### src/rtl/fifo_bank_pkg.sv
// Shared sizing defaults for the FIFO bank and the round-robin scheduler blocks.
// Queue-id and count widths are derived here so every block agrees on them.
package fifo_bank_pkg;

   localparam int QUEUE_QUANTITY_DEF     = 4;
   localparam int DATA_BITS_DEF          = 8;
   localparam int BUF_WIDTH_DEF          = 3;
   localparam int ALMOST_FULL_THRESH_DEF = 6;

   // Width of a queue index; a bank always holds at least two queues.
   function automatic int qid_width(input int queues);
      return (queues > 1) ? $clog2(queues) : 1;
   endfunction

   // Occupancy counter must be able to hold the full depth value.
   function automatic int cnt_width(input int buf_width);
      return buf_width + 1;
   endfunction

endpackage

### src/rtl/fifo_queue.sv
// One circular-buffer queue: storage, pointers, occupancy count and status flags.
// Optional almost-full flag is built when FIFO_BANK_ALMOST_FULL_EN is defined.
module fifo_queue
   import fifo_bank_pkg::*;
#(
   parameter int DATA_BITS = DATA_BITS_DEF,
   parameter int BUF_WIDTH = BUF_WIDTH_DEF
`ifdef FIFO_BANK_ALMOST_FULL_EN
   ,
   parameter int ALMOST_FULL_THRESH = ALMOST_FULL_THRESH_DEF
`endif
) (
   input  logic                 clk,
   input  logic                 rst,
   input  logic                 push,
   input  logic                 pop,
   input  logic [DATA_BITS-1:0] wr_data,
   output logic [DATA_BITS-1:0] rd_word,
   output logic                 empty,
   output logic                 full
`ifdef FIFO_BANK_ALMOST_FULL_EN
   ,
   output logic                 almost_full
`endif
);

   localparam int DEPTH = 1 << BUF_WIDTH;
   localparam int CNT_W = cnt_width(BUF_WIDTH);

   logic [DATA_BITS-1:0] mem [DEPTH];
   logic [BUF_WIDTH-1:0] wr_ptr;
   logic [BUF_WIDTH-1:0] rd_ptr;
   logic [CNT_W-1:0]     count;

   // Pointers wrap naturally at the power-of-two depth.
   always_ff @(posedge clk) begin
      if (rst) begin
         wr_ptr <= '0;
         rd_ptr <= '0;
         count  <= '0;
      end else begin
         if (push) wr_ptr <= wr_ptr + 1'b1;
         if (pop)  rd_ptr <= rd_ptr + 1'b1;
         case ({push, pop})
            2'b10:   count <= count + 1'b1;
            2'b01:   count <= count - 1'b1;
            default: count <= count;
         endcase
      end
   end

   always_ff @(posedge clk) begin
      if (push && !rst) mem[wr_ptr] <= wr_data;
   end

   assign rd_word = mem[rd_ptr];
   assign empty   = (count == '0);
   assign full    = (count == CNT_W'(DEPTH));

`ifdef FIFO_BANK_ALMOST_FULL_EN
   assign almost_full = (count >= CNT_W'(ALMOST_FULL_THRESH));
`endif

endmodule

### src/rtl/fifo_bank.sv
// Bank of independent FIFO queues: push decode by destination, scheduler-driven pop,
// registered read port. Define FIFO_BANK_ALMOST_FULL_EN to add the almost_full output.
module fifo_bank
   import fifo_bank_pkg::*;
#(
   parameter int QUEUE_QUANTITY = QUEUE_QUANTITY_DEF,
   parameter int DATA_BITS      = DATA_BITS_DEF,
   parameter int BUF_WIDTH      = BUF_WIDTH_DEF
`ifdef FIFO_BANK_ALMOST_FULL_EN
   ,
   parameter int ALMOST_FULL_THRESH = ALMOST_FULL_THRESH_DEF
`endif
) (
   input  logic                               clk,
   input  logic                               rst,
   input  logic                               enb,
   input  logic                               wr_valid,
   input  logic [$clog2(QUEUE_QUANTITY)-1:0]  wr_dest,
   input  logic [DATA_BITS-1:0]               wr_data,
   output logic                               wr_ready,
   input  logic [$clog2(QUEUE_QUANTITY)-1:0]  selector,
   input  logic                               selector_enb,
   output logic [QUEUE_QUANTITY-1:0]          buf_empty,
   output logic [QUEUE_QUANTITY-1:0]          buf_full,
   output logic                               rd_valid,
   output logic [DATA_BITS-1:0]               rd_data,
   output logic [$clog2(QUEUE_QUANTITY)-1:0]  rd_queue
`ifdef FIFO_BANK_ALMOST_FULL_EN
   ,
   output logic [QUEUE_QUANTITY-1:0]          almost_full
`endif
);

   localparam int QID_W = $clog2(QUEUE_QUANTITY);

   logic                      push_ok;
   logic                      pop_ok;
   logic [QUEUE_QUANTITY-1:0] push_q;
   logic [QUEUE_QUANTITY-1:0] pop_q;
   logic [DATA_BITS-1:0]      q_word [QUEUE_QUANTITY];

   logic                      vld_p1;
   logic [DATA_BITS-1:0]      rd_data_p1;
   logic [QID_W-1:0]          rd_queue_p1;

   // Flags come from registered counts, so a full queue refuses a push even when
   // popped in the same cycle, and an empty queue ignores a pop even when pushed.
   assign wr_ready = enb & ~buf_full[wr_dest];
   assign push_ok  = enb & wr_valid & ~buf_full[wr_dest];
   assign pop_ok   = enb & selector_enb & ~buf_empty[selector];

   for (genvar i = 0; i < QUEUE_QUANTITY; i++) begin : g_queue
      assign push_q[i] = push_ok & (wr_dest  == QID_W'(i));
      assign pop_q[i]  = pop_ok  & (selector == QID_W'(i));

      fifo_queue #(
         .DATA_BITS          (DATA_BITS),
         .BUF_WIDTH          (BUF_WIDTH)
`ifdef FIFO_BANK_ALMOST_FULL_EN
         ,
         .ALMOST_FULL_THRESH (ALMOST_FULL_THRESH)
`endif
      ) u_queue (
         .clk         (clk),
         .rst         (rst),
         .push        (push_q[i]),
         .pop         (pop_q[i]),
         .wr_data     (wr_data),
         .rd_word     (q_word[i]),
         .empty       (buf_empty[i]),
         .full        (buf_full[i])
`ifdef FIFO_BANK_ALMOST_FULL_EN
         ,
         .almost_full (almost_full[i])
`endif
      );
   end

   // Stage p0 -> p1: registered read port, data and source queue hold when idle
   always_ff @(posedge clk) begin
      if (rst) begin
         vld_p1      <= 1'b0;
         rd_data_p1  <= '0;
         rd_queue_p1 <= '0;
      end else begin
         vld_p1 <= pop_ok;
         if (pop_ok) begin
            rd_data_p1  <= q_word[selector];
            rd_queue_p1 <= selector;
         end
      end
   end

   assign rd_valid = vld_p1;
   assign rd_data  = rd_data_p1;
   assign rd_queue = rd_queue_p1;

endmodule

### config.mk
export PLATFORM = sky130hd
export DESIGN_NAME = fifo_bank
export DESIGN_NICKNAME = d
export VERILOG_FILES = /design/src/rtl/fifo_bank_pkg.sv /design/src/rtl/fifo_queue.sv /design/src/rtl/fifo_bank.sv
export SDC_FILE = /design/constraint.sdc
export NUM_CORES = 1
export LEC_CHECK = 0
export BUFFER_PORTS_ARGS = -buffer_cell sky130_fd_sc_hd__buf_2
export CORE_UTILIZATION = 50
export CTS_CLUSTER_DIAMETER = 120
export DETAILED_ROUTE_END_ITERATION = 16
export GPL_TIMING_DRIVEN = 0
export MAX_ROUTING_LAYER = met4
export PLACE_DENSITY = 0.64
export SKIP_LAST_GASP = 1
export SYNTH_ARGS = -nofsm -noshare
export SYNTH_HDL_FRONTEND = slang
export SYNTH_HIERARCHICAL = 1
export SYNTH_SLANG_ARGS = --single-unit
### constraint.sdc
create_clock -name clk -period 3.7 [get_ports clk]
set_input_delay 0.37 -clock clk [delete_from_list [all_inputs] [get_ports clk]]
set_output_delay 0.37 -clock clk [all_outputs]
set_load 0.01 [all_outputs]
After elaboration in Yosys (flattened, before gate mapping)
Memory sizes are Yosys's and may differ from the RTL's. A register that Yosys moved wholly into a read port is not among the register bits.
Cells that the tools add are included.
{ "word_totals": {"reg_bits": 51, "ram_bits": 256, "out_inout_bits": 20, "elab_cells": 114, "memories": 4} }
{ "classes": {"addsub": 16, "n_lt_le_gt_ge": 3, "eq_ne": 18, "muxes": 27, "n_bitwise": 16, "n_reduce_logical": 15} }
{ "mem_list": {"columns": ["name", "depth", "word_bits", "read_ports", "rd_clocked_by_memory_dff", "write_ports", "line_no", "source"], "rows": [
  ["g_queue[0].u_queue.mem", 8, 8, 1, 1, 1, "fifo_queue.sv:30", "logic [DATA_BITS-1:0] mem [DEPTH];"],
  ["g_queue[1].u_queue.mem", 8, 8, 1, 1, 1, "fifo_queue.sv:30", null],
  ["g_queue[2].u_queue.mem", 8, 8, 1, 1, 1, "fifo_queue.sv:30", null],
  ["g_queue[3].u_queue.mem", 8, 8, 1, 1, 1, "fifo_queue.sv:30", null]
]} }
{ "ops": {"columns": ["op", "n"], "rows": [
  ["4-bit one-hot mux with 2 select lines", 4],
  ["3-bit by 1-bit adder with 3-bit output (second input constant)", 8],
  ["3-bit 2-to-1 mux", 8],
  ["4-bit by 1-bit adder with 4-bit output (second input constant)", 4],
  ["8-bit binary-select mux with 2-bit select", 1],
  ["2-bit == test (second input constant)", 8],
  ["4-bit == test (second input constant)", 4],
  ["4-bit logical NOT", 4],
  ["8-bit 2-to-1 mux", 2],
  ["4-bit by 1-bit subtractor with 4-bit output (second input constant)", 4],
  ["1-bit bitwise AND", 13],
  ["2-bit by 1-bit == test with 1-bit output (second input constant)", 6],
  ["1-bit 2-to-1 mux", 10],
  ["2-bit nonzero test", 4],
  ["2-bit by 3-bit less-than comparator with 1-bit output (second input constant)", 2],
  ["1-bit binary-select mux with 2-bit select", 2],
  ["1-bit logical AND", 4],
  ["2-bit logical NOT", 2],
  ["3-bit greater-or-equal comparator (second input constant)", 1],
  ["2-bit NOT with 3-bit output", 1],
  ["1-bit NOT", 2],
  ["1-bit logical NOT", 1]
]} }

Longest topological paths before layout
Gate-level depths: netlist (run 1).
{ "logic_depth": {"word_depth": 9, "mapped_depth": 14} }

By module
The synthesis (run 1) kept the hierarchy.
{ "modules_own_cells": {"columns": ["module", "instances", "cells_each", "area_per_inst_um2", "seq_area_each_um2"], "rows": [
  ["fifo_queue at g_queue[1].u_queue ...", 3, 166, 3120.5, 2182.1],
  ["fifo_queue at g_queue[0].u_queue", 1, 165, 3115.5, 2182.1],
  ["fifo_bank", 1, 68, 748.2, 220.2]
]} }

Worst setup path after synthesis (run 1)
Ideal clock, no wire load.
{ "synth_path": {"kind": "reg-to-reg", "from": "register g_queue[1].u_queue.count[1]", "to": "register g_queue[2].u_queue.count[3]", "setup_ns": 0.121, "arrival_ns": 3.190, "required_time_ns": 3.579, "setup_slack_ns": 0.389, "stages_incl_launch_ff": 14, "n_path_buf": 2, "synth_period_minus_slack_ns": 3.311, "cell_sequence": "dfxtp_1 -> clkbuf_1 -> nor4b_1 -> mux2i_1 -> or2_2 -> nand4_1 -> nor4b_1 -> inv_1 -> ha_1 -> buf_2 -> nor4b_1 -> a41oi_1 -> o41ai_1 -> mux2_2"} }
{ "synth_via": {"elab_chain_cells": 8, "elab_cells_between_ends": 16} }
{ "synth_rtl": {"columns": ["element", "line_no", "source"], "rows": [
  ["from (decl)", "fifo_queue.sv:33", "logic [CNT_W-1:0] count;"],
  ["from (signal assigned)", "fifo_queue.sv:45", "2'b10: count <= count + 1'b1;"],
  ["from (signal assigned)", "fifo_queue.sv:46", "2'b01: count <= count - 1'b1;"],
  ["from (signal assigned)", "fifo_queue.sv:47", "default: count <= count;"],
  ["4-bit == test *", "fifo_queue.sv:58", "assign full = (count == CNT_W'(DEPTH));"],
  ["via buf_full[1]", "fifo_bank.sv:24", "output logic [QUEUE_QUANTITY-1:0] buf_full,"],
  ["1-bit binary-select mux with 2-bit select *", "fifo_bank.sv:49", "assign push_ok = enb & wr_valid & ~buf_full[wr_dest];"],
  ["1-bit 2-to-1 mux (not written as such) *", "fifo_bank.sv:49", null],
  ["1-bit NOT *", "fifo_bank.sv:49", null],
  ["1-bit bitwise AND *", "fifo_bank.sv:49", null],
  ["1-bit bitwise AND *", "fifo_bank.sv:53", "assign push_q[i] = push_ok & (wr_dest == QID_W'(i));"],
  ["via push_q[2]", "fifo_bank.sv:38", "logic [QUEUE_QUANTITY-1:0] push_q;"],
  ["2-bit by 1-bit == test with 1-bit output or 2-bit == test (tied branches)", "fifo_queue.sv:44", "case ({push, pop})"],
  ["4-bit one-hot mux with 2 select lines or 2-bit nonzero test (tied branches)", null, null],
  ["to (signal assigned)", "fifo_queue.sv:45", null],
  ["to (signal assigned)", "fifo_queue.sv:46", null],
  ["to (signal assigned)", "fifo_queue.sv:47", null],
  ["to (decl)", "fifo_queue.sv:33", null]
]} }
Mark *: on every way through the listed nets, which the timed path passes. The rest lies on a longest branch. The select of a mux whose other input is x is not followed.
A chain may end at the register's enable or synchronous reset.

Worst setup path in the final report (run 1)
{ "layout_path": {"from": "register g_queue[1].u_queue.count[1]", "to": "register g_queue[0].u_queue.count[2]"} }
{ "layout_via": {"elab_chain_cells": 8, "elab_cells_between_ends": 16} }
{ "layout_rtl": {"columns": ["element", "line_no"], "rows": [
  ["4-bit == test *", "fifo_queue.sv:58"],
  ["1-bit binary-select mux with 2-bit select *", "fifo_bank.sv:49"],
  ["1-bit 2-to-1 mux (not written as such) *", "fifo_bank.sv:49"],
  ["1-bit NOT *", "fifo_bank.sv:49"],
  ["1-bit bitwise AND *", "fifo_bank.sv:49"],
  ["1-bit bitwise AND *", "fifo_bank.sv:53"],
  ["via push_q[0]", "fifo_bank.sv:38"],
  ["2-bit by 1-bit == test with 1-bit output or 2-bit == test (tied branches)", "fifo_queue.sv:44"],
  ["4-bit one-hot mux with 2 select lines or 2-bit nonzero test (tied branches)", null],
  ["to (signal assigned)", "fifo_queue.sv:45"],
  ["to (signal assigned)", "fifo_queue.sv:46"],
  ["to (signal assigned)", "fifo_queue.sv:47"],
  ["to (decl)", "fifo_queue.sv:33"]
]} }
Marked as above.

==> results of run 1 <==
repair_timing:
action / CTS / global route
pin swaps: 0 / 0
cloned: 0 / 0
hold buffers: 0 / 0
setup endpoints to repair: 32 / 7
setup buffers: 0 / 0
resized for setup: 5 / 2
through the flow:
stage                      util  std cells
after detailed placement  0.535       1107
after floorplan               -        731
after global placement    0.532       1101
final                     0.577       1164
after global routing      0.577       1164
after CTS                 0.577       1164
power by group through the flow:
stage	Sequential (W)	Combinational, W	Clock (W)
2_1_floorplan	0.00396	0.0000796	0
3_3_place_gp	0.00396	0.000159	0
3_5_place_dp	0.00397	0.000170	0
4_1_cts	0.00389	0.000171	0.00324
5_1_grt	0.00389	0.000185	0.00336
6_report	0.00389	0.000170	0.00317
kinds of logic after synthesis:
logic type	after synthesis	synth area share
AO/OA/AOI/OAI	25	0.0123
XOR/XNOR	28	0.0185
adder cells (fa/ha/maj)	20	0.0189
buffers and inverters	44	0.0221
flip-flops	319	0.677
multiplexers	135	0.192
AND/OR/NAND/NOR	160	0.0592
per-layer routing:
metal  up-vias  wire [um]  global-route usage  part of all wire
met5         -          0                   -                 0
met4         0        558              0.0542             0.021
met3        45       1630              0.0314             0.063
met2       158      13300               0.350              0.51
met1      3386      10500               0.252              0.40
li1       3088          -                   -                 -
cell type report:
cell class / count / area, um2
sequential: 319 / 8950
tap: 335 / 419
fill: 1955 / 11000
timing repair buffer: 41 / 220
inverter: 5 / 18.8
multi-input combinational: 368 / 4080
clock inverter: 23 / 250
buffer: 39 / 274
clock buffer: 34 / 787
worst max-delay path, delay by kind of cell, from the launching register on:
family / cells / cell delay (ns)
AND/OR/NAND/NOR: 5 / 1.42
XOR/XNOR: 2 / 0.28
adder cells (fa/ha/maj): 2 / 0.50
AO/OA/AOI/OAI: 2 / 0.32
buffers and inverters: 2 / 0.49
flip-flops: 1 / 0.31
multiplexers: 1 / 0.15
state kept, by name, indices dropped and copies added (netlist names), named ones only:
name	cells
rd_data	8
g_queue.u_queue/mem	256
g_queue.u_queue/count	16
g_queue.u_queue/rd_ptr	12
rd_queue	2
rd_valid	1
g_queue.u_queue/wr_ptr	12
worst max path at each step:
stage,depth (start not counted),from,to,slack [ns]
after floorplan,13,g_queue[1].u_queue/count[1]$_SDFFE_PP0P_,g_queue[2].u_queue/count[3]$_SDFFE_PP0P_,0.39
after global placement,8,g_queue[1].u_queue/count[1]$_SDFFE_PP0P_,g_queue[2].u_queue/mem[0][0]$_DFFE_PP_,-0.54
after detailed placement,13,g_queue[1].u_queue/count[1]$_SDFFE_PP0P_,g_queue[2].u_queue/count[3]$_SDFFE_PP0P_,-0.37
after CTS,13,g_queue[1].u_queue/count[1]$_SDFFE_PP0P_,g_queue[2].u_queue/count[3]$_SDFFE_PP0P_,0.04
after global routing,14,g_queue[1].u_queue/count[1]$_SDFFE_PP0P_,g_queue[1].u_queue/count[2]$_SDFFE_PP0P_,-0.15
final,14,g_queue[1].u_queue/count[1]$_SDFFE_PP0P_,g_queue[0].u_queue/count[2]$_SDFFE_PP0P_,0.15
cells in the final DEF (no fill, tap or decap), types with 3 or more instances in the layout:
master / Yosys / final
nand2_1: 21 / 21
xnor2_1: 8 / 8
a41oi_1: 3 / 3
nand2b_1: 5 / 5
buf_4: 0 / 6
nor2b_1: 4 / 4
mux2i_1: 23 / 23
edfxtp_1: 256 / 256
nor3b_1: 3 / 3
mux4_2: 9 / 9
o41ai_1: 3 / 3
mux4_1: 63 / 63
clkinv_2: 0 / 8
bufinv_16: 0 / 5
nand3_1: 3 / 3
nand3b_1: 6 / 6
or3_1: 4 / 4
o21ai_0: 5 / 5
clkinv_1: 0 / 5
buf_1: 4 / 4
nor2_1: 79 / 79
clkbuf_1: 16 / 19
a21oi_1: 11 / 11
buf_12: 4 / 4
nor4_1: 12 / 4
clkbuf_16: 0 / 31
nor3_1: 7 / 5
nor4b_1: 8 / 5
buf_2: 8 / 43
nor4_2: 0 / 8
or3b_2: 4 / 4
inv_1: 5 / 5
xor2_1: 20 / 20
dfxtp_1: 63 / 63
buf_6: 7 / 7
mux2_2: 39 / 39
ha_1: 20 / 20
==> impl_metrics.csv, run 1 <==
group,metric,value,unit
status,status,"finished, final reports clean",
timing,fmax,282,MHz
cts,cts.sinks,319,
timing,skew,0.00940,ns
timing,whs,0.181,ns
drt,first_pass_iters,4,
final_layout,drive_gt1_frac,0.214,
cts,clk_pin_slew_worst_paths,0.06,ns
timing,relSlewSlack,0.299,
setup_path,cpMaxStageDelayCell,"nor3_2",
grt,grt_pass1_vias,6770,
timing,setup_viol,0,
die,rows,59,
yosys,synthCells,731,
timing,max_slew.worst_pin.slew,1.04,ns
cts,cts_buffer_depth,3,
yosys,ys_warn_count,6,
flow_run,drv_cap,0,
setup_path,start_kind,"register",
place,dpl.hpwl,17.3,mm
timing,rsz0062_at_grt,"true",
yosys,ys_types,39,
grt,track_usage,0.204,
yosys,synth-main-ff-cell,"edfxtp_1",
final_layout,area_delta_synth_final,13.4,%
hold_path,worstHoldEndpoint,"rd_queue[1]$_SDFFE_PP0P_",
setup_path,worstPathMaxFanout,7,
grt,gr-total-overflow,0,
final_layout,fin_area,15000,um2
cts,cts_tree,"done",
hold_path,whs_path_depth,2,
hold_path,hold_path.startpoint,"rst",
pwr,comb_power_share,0.024,
yosys,yosysSeqAreaShare,0.677,
timing,hold_viol,0,
final_layout,n_antenna_cell,0,
yosys,synth_top_area_share,0.581,
pwr,p_seq_frac,0.538,
timing,slew_violations,0,
setup_path,ff2ff_path_depth,14,
yosys,synth_edf_count,256,
cts,cts_buffers,31,
die,coreArea,26000,um2
setup_path,required,4.17,ns
timing,fin_tns_setup,0,ns
timing,period_minus_slack,3.55,ns
place,port_buffers,35,
pwr,vdd_drop_max,0.337,mV
pwr,intPower,0.00582,W
pwr,switchingPower,0.00141,W
die,fp.dieH,165,um
yosys,synthesis.area,13200,um2
hold_path,worst_hold_path_type,"input pin to register",
final_layout,layout.nets,842,
timing,final.setup.worst_slack,0.150,ns
yosys,yosysMostFrequentCell,"edfxtp_1",
grt,antenna_found_initial,2,
place,place_ws,-0.366,ns
timing,fin_crit_sh,0.959,
die,io_pins,37,
setup_path,r2r_end,"g_queue[0].u_queue/count[2]$_SDFFE_PP0P_",
setup_path,path_cells,"clkbuf_1 -> nor4b_4 -> mux2i_1 -> or2_2 -> nand4_1 -> nor3_2 -> inv_1 -> ha_1 -> xor2_1 -> ha_1 -> a21oi_1 -> xor2_1 -> or3_1 -> a21oi_1",
yosys,syn_nets,768,
drt,via_count,6677,
yosys,synth_top_cells_by_count,"edfxtp_1 (256), nor2_1 (79), dfxtp_1 (63), mux4_1 (63), mux2_2 (39)",
setup_path,critical_path_class,"register to register",
pwr,p_leak,5.05,nW
grt,grt_max_degree,33,
pwr,totalPowerFinal,0.00723,W
grt,grt_pass1_wl,39.1,mm
drt,wl_per_cell,22.3,um
cts,clk_latency,0.54,ns
cts,htree_levels,1,
pwr,netSwitchingFraction,0.195,
yosys,netlist.top_cell.by_area,"edfxtp_1",
yosys,post_synth.cell_area_avg,18.1,um2
setup_path,cp.arrival,4.02,ns
place,placed_cell_area,13900,um2
cts,cts_root_buf,"clkbuf_16",
die,start_util,0.509,
setup_path,end_kind,"register",
yosys,ys_ff_latch,319,
pwr,power.density,482,nW/um2
drt,drt_iter0_markers,484,
yosys,synth.top_cells.by_area,"edfxtp_1 (58%), mux4_1 (13%), dfxtp_1 (9.5%)",
setup_path,r2r_start,"g_queue[1].u_queue/count[1]$_SDFFE_PP0P_",
drt,wirelength,26.0,mm
die,die_w,165,um
drt,drc,0,
die,die-area,27100,um2
setup_path,slowest_delay,0.60,ns
yosys,synth-async-reset-ratio,0,
setup_path,r2r_setup_slack,0.15,ns
drt,viasPerCell,5.74,
place,globalplace.congestion,0.852,
pwr,clockPowerShare,0.438,
drt,postRouteAntennaNets,0,
Note: power is estimated with default switching activity, not from simulation.
==> run 2: changes to the inputs <==
--- a/config.mk
+++ b/config.mk
@@ -5,13 +5,13 @@
 export SDC_FILE = /design/constraint.sdc
 export NUM_CORES = 1
 export LEC_CHECK = 0
-export BUFFER_PORTS_ARGS = -buffer_cell sky130_fd_sc_hd__buf_2
 export CORE_UTILIZATION = 50
 export CTS_CLUSTER_DIAMETER = 120
 export DETAILED_ROUTE_END_ITERATION = 16
+export DONT_BUFFER_PORTS = 1
 export GPL_TIMING_DRIVEN = 0
 export MAX_ROUTING_LAYER = met4
-export PLACE_DENSITY = 0.64
+export PLACE_DENSITY = 0.63
 export SKIP_LAST_GASP = 1
 export SYNTH_ARGS = -nofsm -noshare
 export SYNTH_HDL_FRONTEND = slang
==> constraint.sdc (replaced) <==
create_clock -name clk -period 3.7 [get_ports clk]
set_input_delay 0.74 -clock clk [delete_from_list [all_inputs] [get_ports clk]]
set_output_delay 0.74 -clock clk [all_outputs]
set_load 0.01 [all_outputs]
==> impl_metrics.csv, run 2 (synthesis results as in run 1) <==
group,metric,value,unit
status,status,"finished, final reports clean",
die,die_w,165,um
final_layout,n_antenna_cell,0,
drt,viasPerCell,5.89,
die,start_util,0.509,
final_layout,layout.nets,807,
drt,postRouteAntennaNets,0,
grt,grt_pass1_vias,6826,
grt,track_usage,0.204,
final_layout,top_register,"g_queue.u_queue/mem",
drt,via_count,6652,
timing,setup_viol,0,
cts,cts_root_buf,"clkbuf_16",
drt,first_pass_iters,5,
hold_path,worstHoldEndpoint,"rd_queue[1]$_SDFFE_PP0P_",
drt,wl_per_cell,23.3,um
cts,cts_tree,"done",
die,fp.dieH,165,um
timing,fin_tns_setup,0,ns
hold_path,hold_path.startpoint,"rst",
place,dpl.hpwl,17.4,mm
final_layout,reg_top3,"g_queue.u_queue/mem x256, g_queue.u_queue/count x16",
timing,max_slew.worst_pin.slew,1.15,ns
die,rows,59,
timing,relSlewSlack,0.226,
setup_path,cp.arrival,4.00,ns
setup_path,slowest_delay,0.73,ns
final_layout,final_cell_mix,"edfxtp_1 (256), nor2_1 (78), mux4_1 (63), dfxtp_1 (63), mux2_2 (39)",
grt,antenna_found_initial,1,
place,globalplace.congestion,0.769,
grt,grt_max_degree,33,
setup_path,start_kind,"register",
timing,period_minus_slack,3.56,ns
setup_path,r2r_end,"g_queue[3].u_queue/count[3]$_SDFFE_PP0P_",
place,port_buffers,0,
setup_path,ff2ff_path_depth,12,
drt,wirelength,26.3,mm
final_layout,area_delta_synth_final,12.8,%
cts,clk_latency,0.55,ns
final_layout,drive_gt1_frac,0.188,
setup_path,end_kind,"register",
grt,grt_pass1_wl,39.4,mm
pwr,p_leak,4.94,nW
hold_path,whs_path_depth,1,
cts,cts.sinks,319,
drt,drt_iter0_markers,487,
grt,gr-total-overflow,0,
grt,met1_usage,0.263,
setup_path,path_cells,"clkbuf_1 -> nor4b_1 -> nand3_1 -> nand4_1 -> nor2_2 -> inv_1 -> ha_1 -> buf_2 -> nor4b_1 -> a41oi_1 -> o41ai_1 -> mux2_2",
pwr,vdd_drop_max,0.310,mV
grt,gr-max-usage-layer,"met2",
die,die-area,27100,um2
flow_run,drv_cap,0,
cts,htree_levels,1,
cts,clk_pin_slew_worst_paths,0.07,ns
timing,fmax,281,MHz
die,io_pins,37,
setup_path,r2r_start,"g_queue[3].u_queue/count[1]$_SDFFE_PP0P_",
setup_path,cpMaxStageDelayCell,"nor4b_1",
setup_path,critical_path_class,"register to register",
timing,hold_viol,0,
pwr,power.density,489,nW/um2
timing,slew_violations,0,
cts,cts_buffers,30,
grt,grt_use_met3,0.0349,
setup_path,critPathMostFrequentCell,"nor4b_1",
die,coreArea,26000,um2
setup_path,r2r_setup_slack,0.14,ns
setup_path,worstPathMaxFanout,7,
setup_path,required,4.14,ns
final_layout,mostFrequentLayoutCell,"edfxtp_1",
timing,rsz0062_at_grt,"true",
final_layout,largest_reg_flops,256,
timing,fin_crit_sh,0.963,
cts,cts_buffer_depth,3,
timing,skew,0.00937,ns
hold_path,worst_hold_path_type,"input pin to register",
grt,met2_usage,0.337,
drt,drc,0,
final_layout,post-route-util,0.574,
-- run 2: cell types whose count changed in the layout (fill, tap and decap cells not counted), moves of 3 or more --
cell       change
clkinv_1       -3
buf_2         -35
clkbuf_1       -3
clkbuf_8       +3
clkbuf_16      +3
-- run 2: per-layer routing --
| metal | wire, um | up-vias |
|---|---|---|
| met1 | 10900 | 3409 |
| met5 | 0 | - |
| met3 | 1500 | 41 |
| li1 | - | 3012 |
| met4 | 584 | 0 |
| met2 | 13300 | 190 |
-- run 2: repair_timing --
item | in CTS | in global routing
hold buffers | 0 | 0
resized for setup | 3 | 6
setup buffers | 0 | 1
setup endpoints to repair | 46 | 15
pin swaps | 0 | 2
-- run 2: worst max-delay path by stage --
stage                                                         from                                  endpoint  depth (start not counted)
after global placement    g_queue[1].u_queue/count[1]$_SDFFE_PP0P_    g_queue[2].u_queue/mem[4][5]$_DFFE_PP_                          8
after detailed placement  g_queue[1].u_queue/count[1]$_SDFFE_PP0P_  g_queue[2].u_queue/count[2]$_SDFFE_PP0P_                         14
after CTS                 g_queue[1].u_queue/count[1]$_SDFFE_PP0P_  g_queue[3].u_queue/count[3]$_SDFFE_PP0P_                         13
after floorplan                                         wr_dest[0]  g_queue[2].u_queue/count[3]$_SDFFE_PP0P_                         11
after global routing      g_queue[3].u_queue/count[1]$_SDFFE_PP0P_  g_queue[3].u_queue/count[3]$_SDFFE_PP0P_                         12
final                     g_queue[3].u_queue/count[1]$_SDFFE_PP0P_  g_queue[3].u_queue/count[3]$_SDFFE_PP0P_                         12
-- run 2: area by class of cell --
class | instances | area (um2)
fillers | 1948 | 11100
flip-flops and latches | 319 | 8950
inverters | 5 | 18.8
clock inverters | 18 | 199
multi-input cells | 368 | 4100
clock buffers | 38 | 896
well taps | 335 | 419
plain buffers | 38 | 270
repair buffers | 8 | 60.1
-- run 2: metrics by stage --
stage          hold WS [ns]  instances  setup slack [ns]  area, um2  power (W)
2_1_floorplan         0.485        731             0.265      13200    0.00404
3_3_place_gp          0.511       1066            -0.596      13600    0.00407
3_5_place_dp          0.528       1073            -0.404      13800    0.00408
4_1_cts               0.250       1129           -0.0392      14900    0.00735
5_1_grt               0.252       1129           -0.0801      14900    0.00750
6_report              0.269       1129             0.137      14900    0.00730
-- run 2: power breakdown --
part	switching, W	internal (W)	total, W
clock network	0.00130	0.00199	0.00330
registers	0.0000117	0.00388	0.00389
logic	0.0000645	0.0000472	0.000112
-- run 2: worst max-delay path, delay by kind of cell (launching register included) --
family / cells / cell delay [ns]
buf+inv: 3 / 0.47
mux: 1 / 0.37
fa+ha+maj: 1 / 0.23
flops: 1 / 0.30
compound gates: 2 / 0.19
simple gates: 5 / 1.91
==> run 3: changes to the inputs <==
--- a/config.mk
+++ b/config.mk
@@ -5,13 +5,13 @@
 export SDC_FILE = /design/constraint.sdc
 export NUM_CORES = 1
 export LEC_CHECK = 0
-export CORE_UTILIZATION = 50
+export CORE_UTILIZATION = 63
 export CTS_CLUSTER_DIAMETER = 120
 export DETAILED_ROUTE_END_ITERATION = 16
 export DONT_BUFFER_PORTS = 1
 export GPL_TIMING_DRIVEN = 0
 export MAX_ROUTING_LAYER = met4
-export PLACE_DENSITY = 0.63
+export PLACE_DENSITY = 0.77
 export SKIP_LAST_GASP = 1
 export SYNTH_ARGS = -nofsm -noshare
 export SYNTH_HDL_FRONTEND = slang
==> impl_metrics.csv, run 3 (synthesis results as in run 1) <==
group,metric,value,unit
cts,cts.sinks,319,
grt,track_usage,0.256,
setup_path,path_cells,"clkbuf_1 -> nor4b_4 -> mux2i_1 -> or2_2 -> nand4_1 -> nor3_2 -> inv_1 -> ha_1 -> xor2_1 -> ha_1 -> a21oi_1 -> xor2_1 -> or3_1 -> a21oi_1",
grt,gr-total-overflow,0,
setup_path,r2r_setup_slack,0.11,ns
die,start_util,0.647,
final_layout,area_delta_synth_final,10.9,%
timing,slew_violations,0,
final_layout,reg_top3,"g_queue.u_queue/mem x256, g_queue.u_queue/count x16",
pwr,vdd_drop_max,0.515,mV
place,place_inst,1002,
grt,antenna_found_initial,0,
flow_run,drv_cap,0,
timing,rsz0062_at_grt,"true",
place,port_buffers,0,
final_layout,fin_area,14700,um2
final_layout,n_antenna_cell,0,
drt,postRouteAntennaNets,0,
drt,via_count,6662,
grt,grt_pass1_vias,6803,
setup_path,crit_start,"g_queue[1].u_queue/count[1]$_SDFFE_PP0P_",
setup_path,ff2ff_path_depth,14,
grt,grt_max_degree,33,
drt,first_pass_iters,6,
final_layout,top_register,"g_queue.u_queue/mem",
setup_path,required,4.18,ns
final_layout,post-route-util,0.718,
die,die-area,21600,um2
setup_path,r2r_end,"g_queue[1].u_queue/count[2]$_SDFFE_PP0P_",
setup_path,r2r_start,"g_queue[1].u_queue/count[1]$_SDFFE_PP0P_",
drt,viasPerCell,6.28,
drt,drc,0,
cts,clk_latency,0.55,ns
drt,drt_iter0_markers,567,
pwr,p_leak,4.84,nW
timing,max_slew.worst_pin.slew,1.19,ns
setup_path,start_kind,"register",
cts,cts_tree,"done",
timing,fmax,279,MHz
setup_path,slowest_delay,0.58,ns
die,io_pins,37,
setup_path,end_kind,"register",
cts,post_cts_buffers,0,
drt,wl_per_cell,24.0,um
timing,period_minus_slack,3.59,ns
timing,fin_crit_sh,0.970,
die,rows,52,
die,coreArea,20400,um2
cts,htree_levels,1,
die,fp.dieH,147,um
drt,wirelength,25.4,mm
place,placed_cell_area,13600,um2
grt,grt_pass1_wl,39.2,mm
timing,hold_viol,0,
cts,cts_buffers,31,
final_layout,layout.nets,802,
cts,clk_pin_slew_worst_paths,0.07,ns
cts,cts_root_buf,"clkbuf_16",
cts,cts_hold_buf,0,
final_layout,mostFrequentLayoutCell,"edfxtp_1",
final_layout,largest_reg_flops,256,
timing,setup_viol,0,
setup_path,cpMaxStageDelayCell,"nor3_2",
status,status,"finished, final reports clean",
final_layout,final_cell_mix,"edfxtp_1 (256), nor2_1 (79), mux4_1 (63), dfxtp_1 (63), mux2_2 (39)",
setup_path,worstPathMaxFanout,7,
place,dpl.hpwl,16.8,mm
pwr,power.density,478,nW/um2
setup_path,cp-endpoint,"g_queue[1].u_queue/count[2]$_SDFFE_PP0P_",
setup_path,critical_path_class,"register to register",
final_layout,drive_gt1_frac,0.167,
timing,relSlewSlack,0.199,
timing,skew,0.0136,ns
cts,cts_buffer_depth,3,
setup_path,cp.arrival,4.07,ns
place,globalplace.congestion,0.791,
die,die_w,147,um
hold_path,worst_hold_path_type,"input pin to register",
final_layout,fin_cells,1060,
==> run 3: cell count changes in the layout (fill, tap and decap cells not counted), sizes merged <==
| cell | previous run | this run |
|---|---|---|
| clkbuf | 53 | 63 |
| buf | 31 | 24 |
| clkinv | 10 | 7 |
| clkinvlp | 3 | 0 |
| bufinv | 4 | 2 |
| inv | 6 | 7 |
==> run 3: metal layers <==
metal | vias up | GRT usage | part of all wire
li1 | 3002 | - | -
met1 | 3373 | 0.313 | 0.39
met2 | 239 | 0.440 | 0.52
met3 | 48 | 0.0460 | 0.067
met4 | 0 | 0.0708 | 0.024
met5 | - | - | 0
==> run 3: area by class of cell <==
type | count | area [um2]
fill | 1202 | 5760
tap | 270 | 338
clock inverter | 11 | 123
buffer | 39 | 274
clock buffer | 47 | 866
sequential | 319 | 8950
multi-input combinational | 368 | 4100
timing repair buffer | 1 | 7.51
inverter | 5 | 18.8
==> run 3: how the worst min path moves through the flow <==
stage / from / end / slack [ns] / cells past startpoint
5_1_grt: rst / rd_queue[1]$_SDFFE_PP0P_ / 0.25 / 1
2_1_floorplan: g_queue[0].u_queue/rd_ptr[2]$_SDFFE_PP0P_ / register / 0.48 / 2
3_5_place_dp: g_queue[1].u_queue/wr_ptr[2]$_SDFFE_PP0P_ / g_queue[1].u_queue/wr_ptr[2]$_SDFFE_PP0P_ / 0.52 / 2
6_report: rst / rd_queue[1]$_SDFFE_PP0P_ / 0.26 / 1
3_3_place_gp: g_queue[0].u_queue/wr_ptr[2]$_SDFFE_PP0P_ / g_queue[0].u_queue/wr_ptr[2]$_SDFFE_PP0P_ / 0.51 / 2
4_1_cts: rst / rd_queue[1]$_SDFFE_PP0P_ / 0.24 / 1
==> run 3: what timing repair did <==
| item | in CTS | in global routing |
|---|---|---|
| setup endpoints to repair | 32 | 14 |
| resized for setup | 5 | 3 |
| pin swaps | 0 | 1 |
==> run 3: critical path: cells and delay by family, from the launching register on <==
family | cells | cell delay [ns]
adder cells (fa/ha/maj) | 2 | 0.51
flip-flops | 1 | 0.31
multiplexers | 1 | 0.15
buffers and inverters | 2 | 0.48
AO/OA/AOI/OAI | 2 | 0.36
AND/OR/NAND/NOR | 5 | 1.40
XOR/XNOR | 2 | 0.30
==> run 3: power by group <==
group / switching (W) / total [W] / leakage (nW) / internal, W
Sequential: 0.0000117 / 0.00389 / 2.81 / 0.00388
Clock: 0.00126 / 0.00301 / 0.482 / 0.00176
Combinational: 0.0000623 / 0.000108 / 1.55 / 0.0000459
Total: 0.00133 / 0.00701 / 4.84 / 0.00568
==> run 3: stage by stage <==
stage               setup slack, ns  hold slack, ns  power, W  setup TNS (ns)
detailed placement           -0.372           0.519   0.00407           -4.82
finish                        0.110           0.257   0.00701               0
CTS                          0.0309           0.243   0.00706               0
global route                 -0.142           0.246   0.00720          -0.378
floorplan                     0.265           0.485   0.00404               0
global placement             -0.494           0.509   0.00407          -18.75
